==> config.mk <==
export PLATFORM = sky130hd
export DESIGN_NAME = color_scan_controller
export DESIGN_NICKNAME = d
export VERILOG_FILES = /design/src/rtl/color_scan_controller.sv
export SDC_FILE = /design/constraint.sdc
export NUM_CORES = 1
export LEC_CHECK = 0
export ABC_AREA = 1
export CAP_MARGIN = 20
export CORE_AREA = 2 2 115 117
export DETAILED_ROUTE_END_ITERATION = 6
export DIE_AREA = 0 0 117 119
export DONT_BUFFER_PORTS = 1
export MAX_ROUTING_LAYER = met4
export SYNTH_ARGS = -nofsm -noshare
export SYNTH_HDL_FRONTEND = slang
export SYNTH_SLANG_ARGS = --single-unit
==> constraint.sdc <==
create_clock -name clk -period 2.1 [get_ports clk]
set_input_delay 0.315 -clock clk [delete_from_list [all_inputs] [get_ports clk]]
set_output_delay 0.315 -clock clk [all_outputs]
set_load 0.005 [all_outputs]
==> src/rtl/color_scan_controller.sv <==
// Frame scan sequencer: walks image_memory addresses, counts colour detector hits
// after the detector latency, then picks the dominant colour. Optional COLOR_SCAN_THRESH_EN.
module color_scan_controller #(
  parameter int NUM_PIXELS  = 256,
  parameter int ADDR_W      = 16,
  parameter int CNT_W       = 16,
  parameter int DET_LATENCY = 1
) (
  input  logic              clk,
  input  logic              rst_n,
  input  logic              start,
`ifdef COLOR_SCAN_THRESH_EN
  input  logic [CNT_W-1:0]  min_count,
`endif
  output logic [ADDR_W-1:0] mem_addr,
  input  logic              red_detected,
  input  logic              green_detected,
  input  logic              blue_detected,
  output logic              busy,
  output logic              done,
  output logic [CNT_W-1:0]  red_count,
  output logic [CNT_W-1:0]  green_count,
  output logic [CNT_W-1:0]  blue_count,
  output logic [1:0]        dominant,
  output logic              red_led,
  output logic              green_led,
  output logic              blue_led
);

  // Handshake: start is a single-cycle request honoured only in IDLE with done low;
  // busy is high from the accepting edge until the edge that raises done.
  typedef enum logic [2:0] {
    S_IDLE,
    S_SCAN,
    S_DRAIN,
    S_DECIDE,
    S_DONE
  } state_t;

  localparam logic [ADDR_W-1:0] LAST_ADDR  = ADDR_W'(NUM_PIXELS - 1);
  localparam logic [2:0]        DRAIN_LAST = 3'(DET_LATENCY - 1);

  state_t                 state;
  logic [DET_LATENCY-1:0] vpipe;
  logic [2:0]             drain_cnt;
  logic [1:0]             dom_next;
  logic                   sample_ok;

`ifdef COLOR_SCAN_THRESH_EN
  logic [CNT_W-1:0]       min_q;
  logic [CNT_W-1:0]       win_cnt;
`endif

  function automatic logic [CNT_W-1:0] sat_inc(input logic [CNT_W-1:0] c, input logic hit);
    return (hit && (c != {CNT_W{1'b1}})) ? c + 1'b1 : c;
  endfunction

  // The pipe output marks the cycle whose detector flags belong to a real pixel.
  assign sample_ok = vpipe[DET_LATENCY-1];

  always_comb begin
    dom_next = 2'd0;
`ifdef COLOR_SCAN_THRESH_EN
    win_cnt = '0;
`endif
    if (red_count > green_count && red_count > blue_count) begin
      dom_next = 2'd1;
`ifdef COLOR_SCAN_THRESH_EN
      win_cnt = red_count;
`endif
    end else if (green_count > red_count && green_count > blue_count) begin
      dom_next = 2'd2;
`ifdef COLOR_SCAN_THRESH_EN
      win_cnt = green_count;
`endif
    end else if (blue_count > red_count && blue_count > green_count) begin
      dom_next = 2'd3;
`ifdef COLOR_SCAN_THRESH_EN
      win_cnt = blue_count;
`endif
    end
`ifdef COLOR_SCAN_THRESH_EN
    if (win_cnt < min_q) dom_next = 2'd0;
`endif
  end

  always_ff @(posedge clk or negedge rst_n) begin
    if (!rst_n) begin
      state       <= S_IDLE;
      mem_addr    <= '0;
      busy        <= 1'b0;
      done        <= 1'b0;
      red_count   <= '0;
      green_count <= '0;
      blue_count  <= '0;
      dominant    <= 2'd0;
      red_led     <= 1'b0;
      green_led   <= 1'b0;
      blue_led    <= 1'b0;
      vpipe       <= '0;
      drain_cnt   <= 3'd0;
`ifdef COLOR_SCAN_THRESH_EN
      min_q       <= '0;
`endif
    end else begin
      done <= 1'b0;

      if (state == S_SCAN || state == S_DRAIN) begin
        vpipe[0] <= (state == S_SCAN);
        for (int i = 1; i < DET_LATENCY; i++) vpipe[i] <= vpipe[i-1];
        if (sample_ok) begin
          red_count   <= sat_inc(red_count, red_detected);
          green_count <= sat_inc(green_count, green_detected);
          blue_count  <= sat_inc(blue_count, blue_detected);
        end
      end

      case (state)
        S_IDLE: begin
          if (start && !done) begin
            red_count   <= '0;
            green_count <= '0;
            blue_count  <= '0;
            vpipe       <= '0;
            drain_cnt   <= 3'd0;
            mem_addr    <= '0;
            busy        <= 1'b1;
`ifdef COLOR_SCAN_THRESH_EN
            min_q       <= min_count;
`endif
            state       <= S_SCAN;
          end
        end
        S_SCAN: begin
          if (mem_addr == LAST_ADDR) state <= S_DRAIN;
          else mem_addr <= mem_addr + 1'b1;
        end
        S_DRAIN: begin
          drain_cnt <= drain_cnt + 3'd1;
          if (drain_cnt == DRAIN_LAST) state <= S_DECIDE;
        end
        S_DECIDE: begin
          dominant  <= dom_next;
          red_led   <= (dom_next == 2'd1);
          green_led <= (dom_next == 2'd2);
          blue_led  <= (dom_next == 2'd3);
          state     <= S_DONE;
        end
        S_DONE: begin
          done  <= 1'b1;
          busy  <= 1'b0;
          state <= S_IDLE;
        end
        default: state <= S_IDLE;
      endcase
    end
  end

endmodule

== After elaboration in Yosys (flattened, before gate mapping) ==
Index checks and enable logic that the tools add are counted.
Word-level totals
  register bits: 78
  bits in latches: 0
  bits in writable memories: 0
  bits in read-only memories: 0
  input bits: 6
  output and inout port bits: 71
  logic and storage cells: 90
  memories kept: 0
Cells by class
  $add $sub $neg: 5
  $mul: 0
  div/mod/pow operators: 0
  order comparisons: 6
  eq/ne operators: 15
  shift operators: 0
  multiplexer cells: 33
  bitwise operators: 0
  reductions and logical operators: 18
Operators with widths (count)
  $mux 16: 17
  $gt 16x16->1: 6
  $add 16x1->16 const B: 4
  $ne 16x16->1 const B: 3
  $pmux 16 s2: 1
  $eq 16x8->1 const B: 1
  $mux 3: 4
  $pmux 3 s4: 1
  $logic_and 1x1->1: 7
  $eq 3x2->1 const B: 2
  $logic_not 3->1: 2
  $mux 2: 3
  $pmux 3 s2: 1
  $reduce_and 3->1: 2
  $reduce_bool 2->1: 3
  $mux 1: 5
  $eq 2x2->1 const B: 2
  $ne 2x1->1 const B: 2
  $ne 2x2->1 const B: 2
  $reduce_and 2->1: 2
  $add 3x1->3 const B: 1
  $eq 3x1->1 const B: 1
  $eq 3x3->1 const B: 1
  $eq 2x1->1 const B: 1
  other kinds (3): 3

== Depth between registers and ports, before layout ==
Gate-level depths: netlist of the first run.
  word-level depth: 7
  depth in mapped cells: 16
  depth with buffers taken out: 16

== Worst setup path after synthesis of the first run ==
No wires, ideal clock.
  path kind: reg-to-reg
  from: register mem_addr[0]
  to: register mem_addr[0]
  library setup time: 116 ps
  arrival time: 1564 ps
  data required time: 1984 ps
  setup slack: 419 ps
  stages on the path, launching flop included: 12
  path buffers: 1
  clock period less this slack: 1681 ps
  cells stage by stage: dfrtp_1 ha_1 inv_1 nor3_4 nand2_2 nor3_4 nor2_2 nor2_8 inv_4 buf_6 nand2_1 nand2_1
On the way
  cells in the longest elaborated chain, start to end: 3
  elaborated cells between the ends (all ways): 6
  classes of those cells: add/sub: 1; eq/ne: 2; mux: 2; reduce/logical: 1
RTL lines
  start, declared: RTL line 15  | output logic [ADDR_W-1:0] mem_addr,
  start signal, assigned: RTL line 136  | else mem_addr <= mem_addr + 1'b1;
  $add 16x1->16 / $eq 16x8->1 (equally long branches): RTL line 136, 135
  $mux 16 / $ne 2x2->1 (equally long branches)
  $pmux 16 s2 / $reduce_and 3->1 (equally long branches)
Several ways; a longest one is shown, not always the timed one. The select of a mux whose other input is x is not followed.
A chain may end at the register's enable or synchronous reset.

== Worst setup path in the final report of the first run ==
  from: register red_count[9]
  to: register dominant[1]
On the way
  cells in the longest elaborated chain, start to end: 5
  elaborated cells between the ends (all ways): 10
  classes of those cells: order compare: 4; mux: 3; reduce/logical: 3
RTL lines
  start, declared: RTL line 21  | output logic [CNT_W-1:0] red_count,
  start signal, assigned: RTL line 112  | red_count <= sat_inc(red_count, red_detected);
  $gt 16x16->1: RTL line 76  | end else if (blue_count > red_count && blue_count > green_count) begin
  $logic_and 1x1->1: RTL line 76
  $mux 2: RTL line 76
  $mux 2: RTL line 71  | end else if (green_count > red_count && green_count > blue_count) begin
  $mux 2 *: RTL line 66  | if (red_count > green_count && red_count > blue_count) begin
  end signal, assigned: RTL line 143  | dominant <= dom_next;
  end, declared: RTL line 24  | output logic [1:0] dominant,
Every way passes the cells marked *; elsewhere a longest branch is shown, timed or not.

==> impl_metrics.env, run 1 <==
export IMPL_netlist_area_leader_share=0.348
export IMPL_finalInstanceArea_um2=6270
export IMPL_clk_insertion_delay_late_ns=0.35
export IMPL_layout_min_cycle_time_ns=1.97
export IMPL_multi_input_area_um2=3200
export IMPL_cts_sinks=78
export IMPL_crit_family="simple AND/OR/NAND/NOR gates"
export IMPL_synth_cell_type_count=41
export IMPL_grt_busiest_layer="met2"
export IMPL_critPathBufInv=1
export IMPL_clock_root_buffer="clkbuf_16"
export IMPL_worstPathMaxFanout=4
export IMPL_fin_nets=828
export IMPL_drc_errors=0
export IMPL_final_seq_area_um2=1950
export IMPL_relSlewSlack=0.554
export IMPL_rows=42
export IMPL_dpl_cell_area_um2=5930
export IMPL_irDropWorstVdd_mv=0.489
export IMPL_tns_ns=0
export IMPL_fillers=1258
export IMPL_grt_use_met1=0.277
export IMPL_netlist_area_um2=5620
export IMPL_synth_seq_cells=78
export IMPL_cp_num_cells=9
export IMPL_clk_pin_slew_ns=0.07
export IMPL_worstMarginPinSlew_ns=0.668
export IMPL_reg2reg_depth=9
export IMPL_grtUsageMet3=0.0575
export IMPL_grt_pass1_vias=5128
export IMPL_max_freq_mhz=508
export IMPL_grt_usage=0.236
export IMPL_r2r_slack_ns=0.13
export IMPL_synthFlopType="dfrtp_1"
export IMPL_crit_type="flip-flop to flip-flop"
export IMPL_slowest_stage="dfrtp_1"
export IMPL_syn_inst=746
export IMPL_fp_dieH_um=119
export IMPL_cts_tree="built"
export IMPL_place_gp_congestion=0.980
export IMPL_first_pass_iters=4
export IMPL_synth_area_top_cells="dfrtp_1 35%, ha_1 12%, nand2_1 11%, inv_1 7.2%, nor2_1 5.9%"
export IMPL_htree_levels=3
export IMPL_path_cells="inv_1 > ha_1 > nand4_1 > nor3_1 > nand3_1 > nand3_1 > nand2_1 > nand2_1 > nand2_1"
export IMPL_leakagePower_nw=3.09
export IMPL_violations="hold timing"
export IMPL_period_share=0.938
export IMPL_via_count=5110
export IMPL_grt_antenna_before_repair=0
export IMPL_grt_overflow=0
export IMPL_power_density_nw_per_um2=1030
export IMPL_skew_ns=0.00658
export IMPL_syn_avg_cell_area_um2=7.53
export IMPL_numCtsBuffers=9
export IMPL_hold_viol_final=78
export IMPL_met2_usage=0.372
export IMPL_synth_fp_nets=806
export IMPL_wirelength_um=15100
export IMPL_cp_start_kind="flip-flop"
export IMPL_grt_max_degree=79
export IMPL_antenna_cells=0
export IMPL_ys_seq_area_frac=0.348
export IMPL_synth_area_leader_cell="dfrtp_1"
export IMPL_end_kind="flip-flop"
export IMPL_post_drt_wl_per_cell_um=16.0
export IMPL_r2r_start="red_count[9]$_DFF_PN0_"
export IMPL_die_area_um2=13900
export IMPL_setup_viol_count_final=0
export IMPL_r2r_end="dominant[1]$_DFFE_PN0P_"
export IMPL_clk_path_buf_depth=2
export IMPL_crit_top_cell="nand2_1"
export IMPL_area_growth_pct=11.6
export IMPL_yosys_warnings=0
export IMPL_drt_iter0_drc=246
export IMPL_drv_slew=0
export IMPL_maxCapViolCount=0
export IMPL_timing_hold_ws_ns=-0.341
export IMPL_vias_per_cell=5.38
export IMPL_status="complete, but fails checks"
export IMPL_crit_required_ns=2.34
export IMPL_grt_pass1_wl_um=24800
export IMPL_ant_nets=0
export IMPL_cpPeakStageDelay_ns=0.45
export IMPL_start_util=0.436
export IMPL_coreArea_um2=12900
export IMPL_drive_above_1_share=0.114
export IMPL_synth_edf_count=0
export IMPL_synthArstFlopShare=1.00
export IMPL_io_buffers=0
export IMPL_power_w=0.00648
export IMPL_utilization=0.487
export IMPL_die_x_um=117
export IMPL_arrival_ns=2.21
export IMPL_rsz0062_at_grt="no"
export IMPL_hp_class="input port to asynchronous set/reset pin"
export IMPL_ios=77
export IMPL_place_hpwl_um=11600
## cell usage after synthesis, types with 7 or more instances
| library cell | instances |
|---|---|
| a21oi_1 | 49 |
| nand2_1 | 169 |
| nor3_1 | 14 |
| nand4_1 | 14 |
| inv_2 | 7 |
| nor2_1 | 88 |
| nand2_2 | 7 |
| o21ai_0 | 28 |
| nand3_1 | 41 |
| xor2_1 | 18 |
| dfrtp_1 | 78 |
| inv_1 | 107 |
| o21ai_1 | 9 |
| ha_1 | 54 |
| nor2_2 | 7 |
## cells by family (layout without fill, tap and decap cells)
kind of cell               count (synthesis)  count (layout)  share of synthesized area
AOI/OAI and AO/OA                        106             106                      0.109
xor gates and xnor gates                  19              19                     0.0296
adders and majority gates                 54              54                      0.120
buffers and inverters                    123             150                     0.0864
DFF                                       78              78                      0.348
and+or+nand+nor                          366             366                      0.307
## flip-flops by register name (all words and copies together) (netlist names)
signal       flops
blue_count      16
blue_led         1
busy             1
dominant         2
done             1
drain_cnt        3
green_count     16
green_led        1
mem_addr        16
red_count       16
red_led          1
sample_ok        1
state            3
## power breakdown
group	total, W	internal [W]	leakage, nW	switching [W]
Sequential	0.00218	0.00179	1.06	0.000389
Combinational	0.00261	0.000875	1.89	0.00173
Clock	0.00169	0.00102	0.151	0.000672
Total	0.00648	0.00369	3.09	0.00279
## layout make-up
type                    count  share of cell area
clock buffers              12              0.0425
well taps                 176              0.0351
clock inverters             4             0.00858
multi-input cells         545               0.510
flip-flops and latches     78               0.312
inverters                 116              0.0703
repair buffers             18              0.0216
## cells in the final DEF (no fill, tap or decap), drive strengths merged, types with 3 or more instances in the layout
master	synthesis	final
a21oi	49	49
nor3	18	18
nand2	176	176
nand3	46	46
nand4	17	17
dfrtp	78	78
nand3b	3	3
o21ai	38	38
nor4	3	3
o21bai	3	3
o22ai	7	7
clkbuf	4	12
inv	116	116
buf	3	18
a21o	4	4
ha	54	54
nor2	101	101
o21a	3	3
xor2	18	18
## layer usage
metal	up-vias	routed length, um
met4	0	571
li1	2475	-
met1	2440	6140
met5	-	0
met2	146	7380
met3	49	1050
## timing repair
action | in CTS | in global routing
setup buffers | 0 | 0
resized for setup | 0 | 7
endpoints found under the setup margin | 0 | 8
hold endpoints to repair | 78 | 78
## through the flow
step	hold WS (ns)	setup slack (ns)	cells
finish	-0.341	0.130	949
global route	-0.353	0.000501	949
CTS	-0.350	0.0439	949
detailed placement	0.0229	0.0652	933
global placement	0.0230	0.0606	933
floorplan	0.0194	0.419	746
## worst max path at each step
stage                                       start                        to
after CTS                 red_count[13]$_DFF_PN0_   dominant[0]$_DFFE_PN0P_
after global placement    red_count[13]$_DFF_PN0_   dominant[1]$_DFFE_PN0P_
final                      red_count[9]$_DFF_PN0_   dominant[1]$_DFFE_PN0P_
after global routing      blue_count[1]$_DFF_PN0_  blue_count[10]$_DFF_PN0_
after floorplan           mem_addr[0]$_DFFE_PN0P_   mem_addr[0]$_DFFE_PN0P_
after detailed placement  red_count[13]$_DFF_PN0_   dominant[0]$_DFFE_PN0P_
Note: power is estimated with default switching activity, not from simulation.
==> run 2: changes to the inputs <==
--- a/config.mk
+++ b/config.mk
@@ -8,10 +8,12 @@
 export ABC_AREA = 1
 export CAP_MARGIN = 20
 export CORE_AREA = 2 2 115 117
+export CTS_CLUSTER_DIAMETER = 100
 export DETAILED_ROUTE_END_ITERATION = 6
 export DIE_AREA = 0 0 117 119
 export DONT_BUFFER_PORTS = 1
 export MAX_ROUTING_LAYER = met4
+export REMOVE_ABC_BUFFERS = 1
 export SYNTH_ARGS = -nofsm -noshare
 export SYNTH_HDL_FRONTEND = slang
 export SYNTH_SLANG_ARGS = --single-unit
==> impl_metrics.env, run 2 (same netlist as run 1, synthesis figures left out) <==
export IMPL_place_gp_congestion=0.902
export IMPL_coreArea_um2=12900
export IMPL_relSlewSlack=0.552
export IMPL_cp_num_cells=11
export IMPL_fp_dieH_um=119
export IMPL_crit_top_cell="nor2_1"
export IMPL_ant_nets=0
export IMPL_layout_min_cycle_time_ns=1.93
export IMPL_crit_required_ns=2.33
export IMPL_clk_path_buf_depth=2
export IMPL_max_freq_mhz=518
export IMPL_grt_pass1_wl_um=25400
export IMPL_die_x_um=117
export IMPL_reg2reg_depth=11
export IMPL_die_area_um2=13900
export IMPL_drv_slew=0
export IMPL_numCtsBuffers=9
export IMPL_hold_viol_final=78
export IMPL_leakagePower_nw=3.12
export IMPL_worstPathMaxFanout=8
export IMPL_first_pass_iters=5
export IMPL_htree_levels=3
export IMPL_setup_viol_count_final=0
export IMPL_drt_iter0_drc=360
export IMPL_violations="hold timing"
export IMPL_fillers=1244
export IMPL_status="complete, but fails checks"
export IMPL_maxCapViolCount=0
export IMPL_via_count=5078
export IMPL_grt_overflow=0
export IMPL_r2r_slack_ns=0.17
export IMPL_vias_per_cell=5.30
export IMPL_end_kind="flip-flop"
export IMPL_slowest_stage="dfrtp_1"
export IMPL_grt_pass1_vias=5197
export IMPL_period_share=0.919
export IMPL_skew_ns=0.00776
export IMPL_most_common_layout_cells="169 x nand2_1, 107 x inv_1, 87 x nor2_1"
export IMPL_grt_max_degree=79
export IMPL_crit_type="flip-flop to flip-flop"
export IMPL_crit_start="blue_count[0]$_DFF_PN0_"
export IMPL_arrival_ns=2.16
export IMPL_rsz0062_at_grt="no"
export IMPL_place_hpwl_um=11700
export IMPL_fin_nets=838
export IMPL_tns_ns=0
export IMPL_drive_above_1_share=0.119
export IMPL_cts_sinks=78
export IMPL_wirelength_um=15300
export IMPL_timing_hold_ws_ns=-0.338
export IMPL_clk_pin_slew_ns=0.06
export IMPL_start_util=0.436
export IMPL_hp_class="input port to asynchronous set/reset pin"
export IMPL_critPathBufInv=1
export IMPL_cpPeakStageDelay_ns=0.42
export IMPL_rows=42
export IMPL_grt_usage=0.241
export IMPL_post_drt_wl_per_cell_um=16.0
export IMPL_final_common_cell="nand2_1"
export IMPL_power_density_nw_per_um2=1020
export IMPL_antenna_cells=0
export IMPL_io_buffers=0
export IMPL_clk_insertion_delay_late_ns=0.34
export IMPL_area_growth_pct=12.1
export IMPL_worstMarginPinSlew_ns=0.672
export IMPL_drc_errors=0
export IMPL_crit_family="simple AND/OR/NAND/NOR gates"
export IMPL_cp_start_kind="flip-flop"
export IMPL_ios=77
export IMPL_r2r_end="blue_count[10]$_DFF_PN0_"
export IMPL_r2r_start="blue_count[0]$_DFF_PN0_"
export IMPL_path_cells="ha_1 > inv_1 > nor2_1 > nand2_1 > nor2_1 > nand3_2 > nand2_2 > nor2_1 > nand3_1 > nor2_1 > nor2_1"
export IMPL_crit_path_end="blue_count[10]$_DFF_PN0_"
export IMPL_cts_tree="built"
export IMPL_clock_root_buffer="clkbuf_16"
export IMPL_grt_antenna_before_repair=0
export IMPL_irDropWorstVdd_mv=0.532
[run 2: cell count changes in the layout (fill, tap and decap cells not counted), sizes merged]
cell,delta
buf,+10
clkbuf,+3
clkinvlp,-2
clkinv,-1
bufinv,-1
[run 2: final cells by class]
cell class | count | area [um2] | share of cell area
tap | 176 | 220 | 0.0350
inverter | 116 | 440 | 0.0700
timing repair buffer | 28 | 210 | 0.0334
multi-input combinational | 545 | 3180 | 0.505
sequential | 78 | 1960 | 0.311
clock buffer | 15 | 288 | 0.0457
[run 2: power by group]
| part | leakage, nW | switching, W | internal, W |
|---|---|---|---|
| logic | 1.93 | 0.00179 | 0.000973 |
| registers | 1.05 | 0.000350 | 0.00179 |
| clock network | 0.142 | 0.000607 | 0.000925 |
| total | 3.12 | 0.00275 | 0.00369 |
[run 2: worst min path at each step]
stage | endpoint | depth (start not counted) | startpoint | slack [ns]
2_1_floorplan | blue_count[0]$_DFF_PN0_ | 0 | rst_n | 0.02
4_1_cts | red_count[5]$_DFF_PN0_ | 0 | rst_n | -0.35
3_5_place_dp | red_count[5]$_DFF_PN0_ | 0 | rst_n | 0.02
6_report | red_count[8]$_DFF_PN0_ | 0 | rst_n | -0.34
5_1_grt | red_count[8]$_DFF_PN0_ | 0 | rst_n | -0.34
3_3_place_gp | red_count[5]$_DFF_PN0_ | 0 | rst_n | 0.02
[run 2: through the flow]
stage / cells / instance area [um2] / util / total power, W / worst slack, ns
floorplan: 739 / 5570 / - / 0.00403 / 0.382
global placement: 943 / 6000 / 0.466 / 0.00487 / 0.155
detailed placement: 943 / 6000 / 0.466 / 0.00496 / 0.159
CTS: 958 / 6290 / 0.489 / 0.00651 / 0.143
global route: 958 / 6300 / 0.489 / 0.00698 / 0.0104
finish: 958 / 6300 / 0.489 / 0.00644 / 0.169
[run 2: what timing repair did]
item | CTS | global route
resized for setup | 0 | 4
setup buffers | 0 | 0
endpoints found under the hold margin | 78 | 78
setup endpoints to repair | 0 | 4
[run 2: metal layers]
metal,GRT usage,routed length (um),vias to the layer above,share of wire
li1,-,-,2487,-
met1,0.275,6170,2378,0.40
met2,0.402,7560,168,0.49
met3,0.0529,1090,45,0.071
met4,0.107,473,0,0.031
met5,-,0,-,0
==> run 3: changes to the inputs <==
--- a/config.mk
+++ b/config.mk
@@ -13,6 +13,7 @@
 export DIE_AREA = 0 0 117 119
 export DONT_BUFFER_PORTS = 1
 export MAX_ROUTING_LAYER = met4
+export RECOVER_POWER = 100
 export REMOVE_ABC_BUFFERS = 1
 export SYNTH_ARGS = -nofsm -noshare
 export SYNTH_HDL_FRONTEND = slang
==> impl_metrics.env, run 3 (same netlist as run 1, synthesis figures left out) <==
export IMPL_status="complete, but fails checks"
export IMPL_violations="hold timing"
export IMPL_worstPathMaxFanout=5
export IMPL_multi_input_area_um2=3130
export IMPL_die_x_um=117
export IMPL_grt_pass1_wl_um=25400
export IMPL_fp_dieH_um=119
export IMPL_coreArea_um2=12900
export IMPL_drive_above_1_share=0.0793
export IMPL_grt_usage=0.241
export IMPL_most_common_layout_cells="172 x nand2_1, 109 x inv_1, 88 x nor2_1"
export IMPL_max_freq_mhz=509
export IMPL_ant_nets=0
export IMPL_start_util=0.436
export IMPL_postCtsSetupBuffers=0
export IMPL_p_switching_w=0.00270
export IMPL_tns_ns=0
export IMPL_drc_errors=0
export IMPL_place_gp_congestion=0.902
export IMPL_timing_hold_ws_ns=-0.335
export IMPL_grt_overflow=0
export IMPL_finalInstanceArea_um2=6170
export IMPL_grt_pass1_vias=5197
export IMPL_crit_type="flip-flop to flip-flop"
export IMPL_setup_viol_count_final=0
export IMPL_grt_antenna_before_repair=0
export IMPL_clk_pin_slew_ns=0.06
export IMPL_wl_met1_um=6180
export IMPL_cts_sinks=78
export IMPL_die_area_um2=13900
export IMPL_skew_ns=0.00624
export IMPL_drv_slew=0
export IMPL_clkPwrFrac=0.242
export IMPL_leakagePower_nw=3.05
export IMPL_place_hpwl_um=11700
export IMPL_p_seq_frac=0.339
export IMPL_rsz0062_at_grt="no"
export IMPL_clk_path_buf_depth=2
export IMPL_clk_insertion_delay_late_ns=0.34
export IMPL_first_pass_iters=5
export IMPL_crit_required_ns=2.35
export IMPL_post_drt_wl_per_cell_um=16.0
export IMPL_numCtsBuffers=9
export IMPL_irDropWorstVdd_mv=0.543
export IMPL_fillers=1273
export IMPL_area_growth_pct=9.78
export IMPL_met2_length_um=7530
export IMPL_io_buffers=0
export IMPL_dpl_cell_area_um2=6000
export IMPL_relSlewSlack=0.555
export IMPL_via_count=5056
export IMPL_comb_power_share=0.419
export IMPL_switching_share=0.427
export IMPL_p_int_w=0.00361
export IMPL_final_common_cell="nand2_1"
export IMPL_ios=77
export IMPL_maxCapViolCount=0
export IMPL_hold_viol_final=78
export IMPL_hp_class="input port to asynchronous set/reset pin"
export IMPL_power_density_nw_per_um2=1020
export IMPL_arrival_ns=2.22
export IMPL_grt_max_degree=79
export IMPL_routed_wl_met3_um=1070
export IMPL_utilization=0.479
export IMPL_layout_min_cycle_time_ns=1.96
export IMPL_fin_nets=838
export IMPL_top_layer_used="met4"
export IMPL_period_share=0.935
export IMPL_drt_iter0_drc=372
export IMPL_cp_start_kind="flip-flop"
export IMPL_wirelength_um=15300
export IMPL_rows=42
export IMPL_htree_levels=3
export IMPL_clock_root_buffer="clkbuf_16"
export IMPL_antenna_cells=0
export IMPL_end_kind="flip-flop"
export IMPL_power_w=0.00631
export IMPL_cts_tree="built"
export IMPL_worstMarginPinSlew_ns=0.666
export IMPL_final_seq_area_um2=1950
export IMPL_vias_per_cell=5.28
## run 3: changes by cell type in the layout (fill, tap and decap cells not counted), moves of 2 or more
cell      delta
buf_4       -18
clkbuf_1    +18
o22ai_1      +4
o22ai_2      -4
nand2_1      +3
nand2_2      -3
o21ai_0      +3
inv_1        +2
inv_4        -2
nor2_4       -2
o21ai_1      -2
## run 3: power by group through the flow
stage	combinational [W]	sequential (W)	clock, W
2_1_floorplan	0.00193	0.00210	0
3_3_place_gp	0.00271	0.00216	0
3_5_place_dp	0.00279	0.00217	0
4_1_cts	0.00281	0.00214	0.00156
5_1_grt	0.00305	0.00219	0.00161
6_report	0.00265	0.00214	0.00153
## run 3: worst paths after layout
check                      slack [ns]                      from                       end  cells past startpoint
hold / removal                  -0.34                     rst_n    red_count[8]$_DFF_PN0_                      0
setup / recovery                 0.14  blue_count[13]$_DFF_PN0_      blue_led$_DFFE_PN0P_                      9
max in group asynchronous        2.29                     rst_n  blue_count[15]$_DFF_PN0_                      0
hold reg to reg                  0.52   dominant[0]$_DFFE_PN0P_   dominant[0]$_DFFE_PN0P_                      2
min in group clk                 0.17              red_detected    red_count[1]$_DFF_PN0_                      2
setup reg to reg                 0.14  blue_count[13]$_DFF_PN0_      blue_led$_DFFE_PN0P_                      9
## run 3: area by class of cell
cell class                      instances  share of cell area
Clock buffer                           15              0.0467
Inverter                              116              0.0706
Multi-Input combinational cell        545               0.507
Sequential cell                        78               0.317
Tap cell                              176              0.0357
Timing Repair Buffer                   28              0.0231
## run 3: what timing repair did
item                                    CTS  global route
endpoints found under the hold margin    78            78
endpoints found under the setup margin    0             4
gates resized for setup                   0             4
## run 3: metal layers
layer / vias up / global-route usage
met5: - / -
met4: 0 / 0.107
met3: 42 / 0.0529
met2: 152 / 0.402
met1: 2373 / 0.275
li1: 2489 / -
## run 3: critical path: stages (launching register included)
cell      delay [ns]
dfrtp_1         0.36
clkbuf_1        0.31
ha_1            0.32
nand2_1         0.07
nor2_1          0.05
nand2_1         0.13
nor2_1          0.07
a21oi_1         0.22
nand3_1         0.16
o21ai_0         0.18
## run 3: stage by stage
stage,cells,setup WS (ns)
final,958,0.137
after detailed placement,943,0.159
after global placement,943,0.155
after global routing,958,0.0104
after CTS,958,0.143
after floorplan,739,0.382
